File: src/rtl/alu_cmd_sequencer.sv
// Batch command sequencer for the registered ALU: buffers up to DEPTH commands, issues them one at a time,
// captures each result ALU_LAT+1 edges after issue; illegal opcodes are skipped in one cycle, writes ignored while busy.
module alu_cmd_sequencer #(
   parameter int DW      = 40,
   parameter int DEPTH   = 8,
   parameter int AW      = 3,
   parameter int ALU_LAT = 1
) (
   input  logic          clk,
   input  logic          rst,
   input  logic          cmd_wr_en,
   input  logic [4:0]    cmd_wr_s,
   input  logic [DW-1:0] cmd_wr_a,
   input  logic [DW-1:0] cmd_wr_b,
   output logic          cmd_full,
   output logic [AW:0]   cmd_count,
   input  logic          start,
   output logic          busy,
   output logic          done,
   output logic          err_illegal,
   output logic [4:0]    alu_s,
   output logic [DW-1:0] alu_a,
   output logic [DW-1:0] alu_b,
   input  logic [DW-1:0] alu_out,
   input  logic [AW-1:0] res_rd_addr,
   output logic [DW-1:0] res_rd_data,
   output logic [AW:0]   res_count
);

   localparam int CW = (ALU_LAT < 2) ? 1 : $clog2(ALU_LAT + 1);

   localparam logic [AW:0]   CNT_ONE  = (AW+1)'(1);
   localparam logic [AW:0]   CNT_FULL = (AW+1)'(DEPTH);
   localparam logic [CW-1:0] LAT_LOAD = CW'(ALU_LAT);
   localparam logic [CW-1:0] LAT_ONE  = CW'(1);

   localparam logic [4:0] OP_NOP  = 5'b00000;
   localparam logic [4:0] OP_ADD  = 5'b00101;
   localparam logic [4:0] OP_ADDM = 5'b00111;
   localparam logic [4:0] OP_SUB  = 5'b00110;
   localparam logic [4:0] OP_AND  = 5'b01000;
   localparam logic [4:0] OP_OR   = 5'b01011;
   localparam logic [4:0] OP_SHA  = 5'b01100;
   localparam logic [4:0] OP_SHB  = 5'b10100;

   typedef struct packed {
      logic [4:0]    s;
      logic [DW-1:0] a;
      logic [DW-1:0] b;
   } cmd_t;

   typedef enum logic [2:0] {
      ST_IDLE,
      ST_ISSUE,
      ST_WAIT,
      ST_CAPTURE,
      ST_DONE
   } state_t;

   cmd_t          cmd_mem [DEPTH];
   logic [DW-1:0] res_mem [DEPTH];

   state_t        state;
   logic [AW:0]   idx;
   logic [CW-1:0] wait_cnt;

   cmd_t          cur_cmd;
   cmd_t          wr_cmd;
   logic          cur_legal;
   logic [AW:0]   idx_next;
   logic          last_cmd;
   logic          cmd_we;
   logic          res_we;

   function automatic logic op_legal(input logic [4:0] op);
      case (op)
         OP_ADD, OP_ADDM, OP_SUB, OP_AND, OP_OR, OP_SHA, OP_SHB: return 1'b1;
         default: return 1'b0;
      endcase
   endfunction

   always_comb begin
      cur_cmd   = cmd_mem[idx[AW-1:0]];
      cur_legal = op_legal(cur_cmd.s);
      idx_next  = idx + CNT_ONE;
      last_cmd  = (idx_next == cmd_count);
      wr_cmd.s  = cmd_wr_s;
      wr_cmd.a  = cmd_wr_a;
      wr_cmd.b  = cmd_wr_b;
      // start takes priority over a same-cycle write
      cmd_we    = !rst && (state == ST_IDLE) && cmd_wr_en && !start && !cmd_full;
      res_we    = !rst && (state == ST_CAPTURE);
   end

   assign cmd_full    = (cmd_count == CNT_FULL);
   assign res_rd_data = res_mem[res_rd_addr];

   always_ff @(posedge clk) begin
      if (cmd_we) begin
         cmd_mem[cmd_count[AW-1:0]] <= wr_cmd;
      end
   end

   always_ff @(posedge clk) begin
      if (res_we) begin
         res_mem[res_count[AW-1:0]] <= alu_out;
      end
   end

   always_ff @(posedge clk) begin
      if (rst) begin
         state       <= ST_IDLE;
         busy        <= 1'b0;
         done        <= 1'b0;
         err_illegal <= 1'b0;
         cmd_count   <= '0;
         res_count   <= '0;
         idx         <= '0;
         wait_cnt    <= '0;
         alu_s       <= OP_NOP;
         alu_a       <= '0;
         alu_b       <= '0;
      end else begin
         done <= 1'b0;
         case (state)
            ST_IDLE: begin
               if (start) begin
                  if (cmd_count == '0) begin
                     done <= 1'b1;
                  end else begin
                     res_count   <= '0;
                     err_illegal <= 1'b0;
                     idx         <= '0;
                     busy        <= 1'b1;
                     state       <= ST_ISSUE;
                  end
               end else if (cmd_wr_en && !cmd_full) begin
                  cmd_count <= cmd_count + CNT_ONE;
               end
            end

            ST_ISSUE: begin
               if (cur_legal) begin
                  alu_s    <= cur_cmd.s;
                  alu_a    <= cur_cmd.a;
                  alu_b    <= cur_cmd.b;
                  wait_cnt <= LAT_LOAD;
                  state    <= ST_WAIT;
               end else begin
                  // illegal opcodes never reach the ALU
                  err_illegal <= 1'b1;
                  idx         <= idx_next;
                  if (last_cmd) begin
                     busy      <= 1'b0;
                     done      <= 1'b1;
                     cmd_count <= '0;
                     state     <= ST_DONE;
                  end
               end
            end

            ST_WAIT: begin
               if (wait_cnt <= LAT_ONE) begin
                  state <= ST_CAPTURE;
               end
               if (wait_cnt != '0) begin
                  wait_cnt <= wait_cnt - LAT_ONE;
               end
            end

            ST_CAPTURE: begin
               res_count <= res_count + CNT_ONE;
               alu_s     <= OP_NOP;
               idx       <= idx_next;
               if (last_cmd) begin
                  busy      <= 1'b0;
                  done      <= 1'b1;
                  cmd_count <= '0;
                  state     <= ST_DONE;
               end else begin
                  state <= ST_ISSUE;
               end
            end

            ST_DONE: begin
               state <= ST_IDLE;
            end

            default: begin
               state <= ST_IDLE;
            end
         endcase
      end
   end

endmodule

File: config.mk
export PLATFORM = sky130hd
export DESIGN_NAME = alu_cmd_sequencer
export DESIGN_NICKNAME = d
export VERILOG_FILES = /design/src/rtl/alu_cmd_sequencer.sv
export SDC_FILE = /design/constraint.sdc
export NUM_CORES = 1
export LEC_CHECK = 0
export CORE_MARGIN = 2
export CORE_UTILIZATION = 45
export CTS_CLUSTER_DIAMETER = 60
export DETAILED_ROUTE_END_ITERATION = 10
export HOLD_SLACK_MARGIN = 0.06
export PLACE_DENSITY = 0.64
export SYNTH_ARGS = -nofsm -noshare
export SYNTH_HDL_FRONTEND = slang
export SYNTH_SLANG_ARGS = --single-unit
File: constraint.sdc
create_clock -name clk -period 9.2 [get_ports clk]
set_clock_uncertainty 0.05 [all_clocks]
set_input_delay 2.3 -clock clk [delete_from_list [all_inputs] [get_ports clk]]
set_output_delay 2.3 -clock clk [all_outputs]
set_load 0.02 [all_outputs]
== Yosys cells after proc, flatten, opt, wreduce, memory -nomap -nowiden ==
Memories as Yosys holds them, arrays and structs flattened. A register that Yosys moved wholly into a read port is not among the register bits.
Cells that the tools add are included.
Storage, ports and cells
  flip-flop bits (word level): 104
  bits in latches: 0
  RAM bits: 1000
  memory bits (read-only): 0
  output and inout port bits: 137
  memories kept: 2
Memory list
  cmd_mem: depth 8, width 85, rd ports 1, clocked after Yosys merged registers in 1, wr ports 1, RTL line 60  | cmd_t cmd_mem [DEPTH];
  res_mem: depth 8, width 40, rd ports 1, clocked after Yosys merged registers in 0, wr ports 1, RTL line 61  | logic [DW-1:0] res_mem [DEPTH];
Operators by class
  add/sub/neg operators: 4
  multiply operators: 0
  div/mod/pow operators: 0
  $lt $le $gt $ge: 1
  equal/unequal tests: 20
  shift operators: 0
  mux-type cells: 43
  bitwise gates (word level): 0
  reduce and logical (&&, ||, !) cells: 25
Operator list (count)
  $mux W4: 7
  $mux W3: 8
  $pmux W4 S3: 2
  $mux W1: 18
  $reduce_and A4 Y1: 4
  $eq A5 B3 Y1 const B: 3
  $eq A5 B4 Y1 const B: 3
  $add A4 B1 Y4 const B: 3
  $ne A2 B2 Y1 const B: 6
  $pmux W3 S4: 1
  $pmux W5 S2: 1
  $pmux W4 S2: 1
  $reduce_bool A2 Y1: 4
  $reduce_or A7 Y1: 1
  $eq A3 B2 Y1 const B: 2
  $logic_and A1 B1 Y1: 6
  $pmux W1 S3: 2
  $reduce_and A2 Y1: 3
  $eq A5 B5 Y1 const B: 1
  $mux W5: 1
  $eq A4 B4 Y1: 1
  $eq A4 B4 Y1 const B: 1
  $logic_not A4 Y1: 1
  $pmux W1 S2: 2
  other kinds (9): 11

== Logic depth before layout (Yosys ltp) ==
Gate-level depths: netlist of run 1.
  depth in word-level cells: 7
  gate-level depth with buffers: 11

== Least setup slack after synthesis of run 1 ==
OpenSTA, ideal clock, no wires.
  path type: input -> register
  from: input port start
  to: memory cmd_mem[1][0] in the netlist's numbering, enable pin
  setup time: 632 ps
  data arrival time: 8788 ps
  required time: 8518 ps
  setup slack: -271 ps
  stages on the path: 5
  cells stage by stage: nand3b_1 or2_2 nor2_1 nand2_1 nor3_1
On the way
  longest elaborated chain between the ends: 5
RTL lines
  from (decl): RTL line 17  | input logic start,
  $logic_not A1 Y1: RTL line 91  | cmd_we = !rst && (state == ST_IDLE) && cmd_wr_en && !start && !cmd_full;
  $logic_and A1 B1 Y1 (2 in series): RTL line 91
  $mux W1: RTL line 99  | if (cmd_we) begin
  $mux W1 (implied by the code): RTL line 100  | cmd_mem[cmd_count[AW-1:0]] <= wr_cmd;
  to (decl): RTL line 60
No other way between the ends.

== Worst setup path after layout of run 1 ==
  from: input port res_rd_addr[0]
  to: output port res_rd_data[10]
On the way
  longest elaborated chain between the ends: 1
RTL lines
  from (decl): RTL line 25  | input logic [AW-1:0] res_rd_addr,
  $mem_v2 Z8 W40
  to (decl): RTL line 26  | output logic [DW-1:0] res_rd_data,
No other way between the ends.

==> impl_metrics.json, run 1 <==
{
  "ir_drop_mv": 0.134,
  "synth_ff_type": "edfxtp_1",
  "design.portCount": 269,
  "place_hpwl_mm": 47.4,
  "synth_area_per_cell_um2": 22.2,
  "hp-start": "busy$_SDFFE_PP0P_",
  "setup_viol": 0,
  "period_share": 0.784,
  "netlist.top_cell.by_area": "edfxtp_1",
  "stdcell_count": 3561,
  "setup.reg_to_reg.worst_slack_ns": 4.33,
  "cts_inserted_buffers": 114,
  "cts-hold-fix-buffers": 0,
  "synth.area.top_cells": "edfxtp_1 71%, mux4_2 13%, dfxtp_1 5.1%",
  "1st_iter_drt_viols": 1558,
  "hold_class": "flip-flop to flip-flop",
  "crit_chain": "buf_4, buf_4, mux4_2, mux2_2, clkdlybuf4s50_1",
  "cp.required_ns": 6.85,
  "maxCapViolations": 0,
  "crit_slowest_cell": "buf_4",
  "async_flop_share": 0,
  "max_slew_margin": 0.241,
  "yosys.cell_types.count": 44,
  "synth_seq_area_share": 0.765,
  "postSynthRegisterBits": 1106,
  "htree_num_levels": 3,
  "nNetsFinal": 2343,
  "min_delay_worst_endpoint": "busy$_SDFFE_PP0P_",
  "syn_inst": 1893,
  "arrival_ns": 4.87,
  "synth_top_area_frac": 0.715,
  "routed-via-count": 19418,
  "timing.reg2reg.worst_path_depth": 9,
  "cts.reportedPaths.clkPinSlew_ns": 0.06,
  "ys.warnings.count": 0,
  "hold_path_depth": 2,
  "power.density_mw_per_mm2": 214,
  "tritoncts": "yes",
  "post_cts_buffers": 0,
  "fmax_mhz": 139,
  "rsz_0062_raised_after_global_routing": "false",
  "drc_errors": 0,
  "post-place-cells": 3345,
  "final_antenna_net_count": 0,
  "start_kind": "primary input",
  "area.sequential_mm2": 0.0322,
  "timing_max_transition_violations_final": 0,
  "tns_ns": 0,
  "clkLatencyLatePin_ns": 0.70,
  "multi_input_area_mm2": 0.00940,
  "port_buffers": 268,
  "clock_path_buffers": 3,
  "gr-usage-all-layers": 0.182,
  "post_drt_wl_per_cell_um": 24.4,
  "grt_pass1_wl_mm": 129,
  "cell_mode_on_critical_path": "buf_4",
  "synth-edff-count": 1000,
  "element_type_at_the_critical_path_end": "output pin",
  "floorplan.die_area_mm2": 0.0958,
  "critical_path_class": "primary input to output pin",
  "initial_utilization": 0.452,
  "worst-slew-pin-transition_ns": 1.14,
  "synthesized_net_count": 2029,
  "firstDrtPassIters": 5,
  "fillerInstances": 7076,
  "chipHeight_um": 310,
  "route.detailed.vias_per_inst": 5.45,
  "placementRows": 112,
  "largest_net_degree_at_the_start_of_global_routing": 115,
  "mappedNetlistArea_mm2": 0.0420,
  "reg2reg_to": "alu_s[2]$_SDFFE_PP0P_",
  "die_width_um": 310,
  "cts_sink_cnt": 1106,
  "globalRouteOverflowTotal": 0,
  "run_status": "completed",
  "holdWs_ns": 0.421,
  "gp_congestion": 0.723,
  "post-route-min-period_ns": 7.22,
  "cts_resized": 0,
  "power_leakage_nw": 15.1,
  "max_stage_delay_ns": 0.68,
  "wirelength_mm": 86.8,
  "cts-root-buf": "clkbuf_16",
  "critical_path.max_fanout": 46,
  "vias_in_the_first_global_route": 20314,
  "drive_above_1_share": 0.297,
  "core_area_mm2": 0.0929,
  "area_growth_pct": 18.8,
  "hold_violations": 0,
  "grt_antenna_before_repair": 20
}
## flip-flops by register name, indices dropped and copies added, names as in the netlist, named ones only
register     flops
alu_s            5
cmd_count        4
cmd_mem        680
res_mem        320
busy             1
alu_a           40
err_illegal      1
alu_b           40
res_count        4
done             1
idx              4
state            3
## area by class of cell
cell class / instances / share of cell area
flip-flops and latches: 1106 / 0.644
multi-input cells: 678 / 0.188
clock buffers: 145 / 0.0611
repair buffers: 304 / 0.0597
well taps: 1254 / 0.0314
clock inverters: 68 / 0.0149
inverters: 3 / 0.000226
diodes: 3 / 0.000150
## cells in the final DEF (no fill, tap or decap), types with 14 or more instances in the layout
master / Yosys / routed
edfxtp_1: 1000 / 1000
clkdlybuf4s50_1: 0 / 264
mux4_2: 250 / 250
clkbuf_16: 0 / 116
dfxtp_1: 106 / 103
mux2i_1: 84 / 84
nor2_2: 80 / 80
a211oi_2: 80 / 80
mux2_2: 46 / 46
buf_4: 8 / 34
clkbuf_1: 61 / 25
nand2_1: 22 / 22
clkinv_1: 0 / 21
clkinv_2: 0 / 20
nor2_1: 30 / 18
a21oi_1: 14 / 14
## layer usage
metal | vias to the layer above | part of all wire | GRT usage
met2 | 475 | 0.50 | 0.302
met5 | - | 0.0028 | 0
met4 | 34 | 0.016 | 0.0485
met3 | 127 | 0.069 | 0.0504
li1 | 8511 | - | -
met1 | 10271 | 0.41 | 0.238
## synth_stat cells (6+ instances only)
cell type and n:
buf_4 8, mux2_2 46, clkbuf_1 61, nor2_2 80, nor2_1 30, a211oi_2 80
edfxtp_1 1000, dfxtp_1 106, nand3_1 11, buf_1 25, nor3_1 10, mux2i_1 84
nand2b_1 6, a21oi_1 14, nand2_1 22, mux4_2 250, buf_12 9
## how the worst max path moves through the flow
stage / to / slack, ns / cells past startpoint / from
after floorplan: cmd_mem[7][0]$_DFFE_PP_ / 2.01 / 5 / start
after global placement: res_rd_data[10] / 1.95 / 5 / res_rd_addr[0]
after detailed placement: res_rd_data[14] / 1.92 / 5 / res_rd_addr[0]
after CTS: res_rd_data[14] / 1.91 / 5 / res_rd_addr[0]
after global routing: res_rd_data[10] / 1.76 / 5 / res_rd_addr[0]
final: res_rd_data[10] / 1.98 / 5 / res_rd_addr[0]
## cell families (layout without fill, tap and decap cells)
group                    Yosys count  after routing  synth area share
flip-flops                      1106           1106             0.765
multiplexers                     380            380             0.166
AND/OR/NAND/NOR                  175            175            0.0226
AO/OA/AOI/OAI                    113            113            0.0292
buffers and inverters            109            520            0.0140
XOR/XNOR                           6              6           0.00158
adder cells (fa/ha/maj)            4              4           0.00119
other                              0              3                 0
## worst max-delay path, delay by kind of cell
| kind | cells | cell delay [ns] |
|---|---|---|
| buffers and inverters | 3 | 1.73 |
| multiplexers | 2 | 0.82 |
## through the flow
stage               setup slack (ns)  utilization  area (um2)  power, W
global route                    1.76        0.537       49900    0.0110
floorplan                       2.01            -       42000   0.00597
CTS                             1.91        0.537       49900    0.0108
finish                          1.98        0.537       49900    0.0107
detailed placement              1.92        0.496       46100   0.00619
global placement                1.95        0.496       46100   0.00618
## power by group
group / internal [W] / switching, W / total, W
Clock: 0.00269 / 0.00190 / 0.00459
Combinational: 0.000265 / 0.000273 / 0.000538
Sequential: 0.00551 / 0.0000310 / 0.00554
Total: 0.00847 / 0.00220 / 0.0107
No activity file was read; power rests on OpenSTA's default activity.
==> run 2: changes to the inputs <==
==> constraint.sdc (replaced) <==
create_clock -name clk -period 6.59 [get_ports clk]
set_clock_uncertainty 0.05 [all_clocks]
set_input_delay 1.6475 -clock clk [delete_from_list [all_inputs] [get_ports clk]]
set_output_delay 1.6475 -clock clk [all_outputs]
set_load 0.02 [all_outputs]
==> run 2 against run 1 <==
Global-route usage barely moved. Final area rose by 0.12%. Routed wire length rose by 0.74%. First-iteration DRC count rose by 5.5%. Critical path type unchanged. Critical path depth did not move. Highest routed layer unchanged. Count of clock-buffer cells in the layout rose by 3. Sequential share of layout area fell by 0.077 points. Sequential power rose by 40%. Largest power group unchanged. Die area did not move. Flip-flop and latch count did not move. Combinational power rose by 43%.
==> impl_metrics.json, run 2 (same netlist as run 1, synthesis figures left out) <==
{
  "fillerInstances": 6976,
  "crit_slowest_cell": "mux4_2",
  "routed-wl-met3_mm": 6.07,
  "cts_sink_cnt": 1106,
  "start_kind": "primary input",
  "critical_path_class": "primary input to output pin",
  "cell_mode_on_critical_path": "buf_4",
  "max_stage_delay_ns": 0.55,
  "place_hpwl_mm": 48.1,
  "grt_pass1_wl_mm": 130,
  "vias_in_the_first_global_route": 20534,
  "timing_max_transition_violations_final": 0,
  "chipHeight_um": 310,
  "placementRows": 112,
  "met1_length_mm": 36.4,
  "crit_chain": "buf_4, buf_4, mux4_2, mux2_2, clkdlybuf4s50_1",
  "ir_drop_mv": 0.248,
  "clkLatencyLatePin_ns": 0.68,
  "globalRouteOverflowTotal": 0,
  "power_leakage_nw": 15.1,
  "clock_path_buffers": 3,
  "top_layer": "met5",
  "drive_above_1_share": 0.297,
  "rsz_0062_raised_after_global_routing": "false",
  "cts-root-buf": "clkbuf_16",
  "gp_congestion": 0.739,
  "layout.cells.most_common_list": "1000 x edfxtp_1, 264 x clkdlybuf4s50_1, 250 x mux4_2",
  "area.sequential_mm2": 0.0322,
  "critical_path.max_fanout": 20,
  "post_cts_buffers": 0,
  "grt_antenna_before_repair": 19,
  "multi_input_area_mm2": 0.00940,
  "cts.reportedPaths.clkPinSlew_ns": 0.06,
  "firstDrtPassIters": 7,
  "post-route-min-period_ns": 5.57,
  "maxCapViolations": 0,
  "run_status": "completed",
  "drc_errors": 0,
  "arrival_ns": 3.87,
  "cp.required_ns": 4.89,
  "nNetsFinal": 2349,
  "design.portCount": 269,
  "tritoncts": "yes",
  "max_slew_margin": 0.220,
  "routed-via-count": 19519,
  "most_common_cell_after_layout_fill_and_taps_aside": "edfxtp_1",
  "cp_num_buf_inv": 3,
  "initial_utilization": 0.452,
  "die_width_um": 310,
  "power.density_mw_per_mm2": 295,
  "period_share": 0.845,
  "element_type_at_the_critical_path_end": "output pin",
  "total_power_w": 0.0148,
  "wirelength_mm": 87.4,
  "hold_class": "flip-flop to flip-flop",
  "port_buffers": 268,
  "final_antenna_net_count": 0,
  "area_growth_pct": 19.0,
  "1st_iter_drt_viols": 1643,
  "post_drt_wl_per_cell_um": 24.5,
  "tns_ns": 0,
  "htree_num_levels": 3,
  "floorplan.die_area_mm2": 0.0958,
  "hold_violations": 0,
  "largest_net_degree_at_the_start_of_global_routing": 125,
  "route.detailed.vias_per_inst": 5.47,
  "path_delay_family": "buffers and inverters",
  "core_area_mm2": 0.0929,
  "met2WireLength_mm": 43.2,
  "fmax_mhz": 180,
  "setup_viol": 0,
  "cts-hold-fix-buffers": 0,
  "cts_inserted_buffers": 112,
  "max_reg_flops": 680,
  "worst-slew-pin-transition_ns": 1.17,
  "cts_resized": 0,
  "gr-usage-all-layers": 0.183
}
run 2: final cells by class:
type	count	share of cell area
tap	1254	0.0314
sequential	1106	0.643
clock inverter	61	0.0133
timing repair buffer	312	0.0633
multi-input combinational	678	0.188
inverter	3	0.000225
antenna	5	0.000250
clock buffer	148	0.0600
run 2: where the power goes:
group	internal (W)	switching (W)
Sequential	0.00769	0.0000387
Clock	0.00365	0.00261
Combinational	0.000377	0.000390
Total	0.0117	0.00304
run 2: metrics by stage:
stage	setup slack [ns]	hold WS, ns	cell area, um2	instances	utilization
after floorplan	0.0545	0.430	42000	1893	-
after global placement	1.01	0.399	46300	3353	0.498
after detailed placement	0.988	0.418	46300	3353	0.498
after CTS	0.982	0.426	50000	3562	0.538
after global routing	0.894	0.444	50000	3567	0.538
final	1.02	0.421	50000	3567	0.538
run 2: tightest hold or removal path, stage by stage (launching register included):
cell     delay, ns
dfxtp_1       0.31
nand2_1       0.05
a21oi_1       0.06
run 2: routing by layer:
metal | global-route usage | vias up
met2 | 0.304 | 562
li1 | - | 8520
met5 | 0.00809 | -
met4 | 0.0483 | 26
met1 | 0.242 | 10267
met3 | 0.0425 | 144
run 2: path summary, 6_finish.rpt:
path | start | to | slack [ns] | cells past startpoint
setup / recovery | res_rd_addr[0] | res_rd_data[25] | 1.02 | 5
hold / removal | busy$_SDFFE_PP0P_ | busy$_SDFFE_PP0P_ | 0.42 | 2
setup reg to reg | flip-flop | alu_a[3]$_SDFFE_PP0P_ | 2.46 | 8
hold reg to reg | busy$_SDFFE_PP0P_ | busy$_SDFFE_PP0P_ | 0.42 | 2
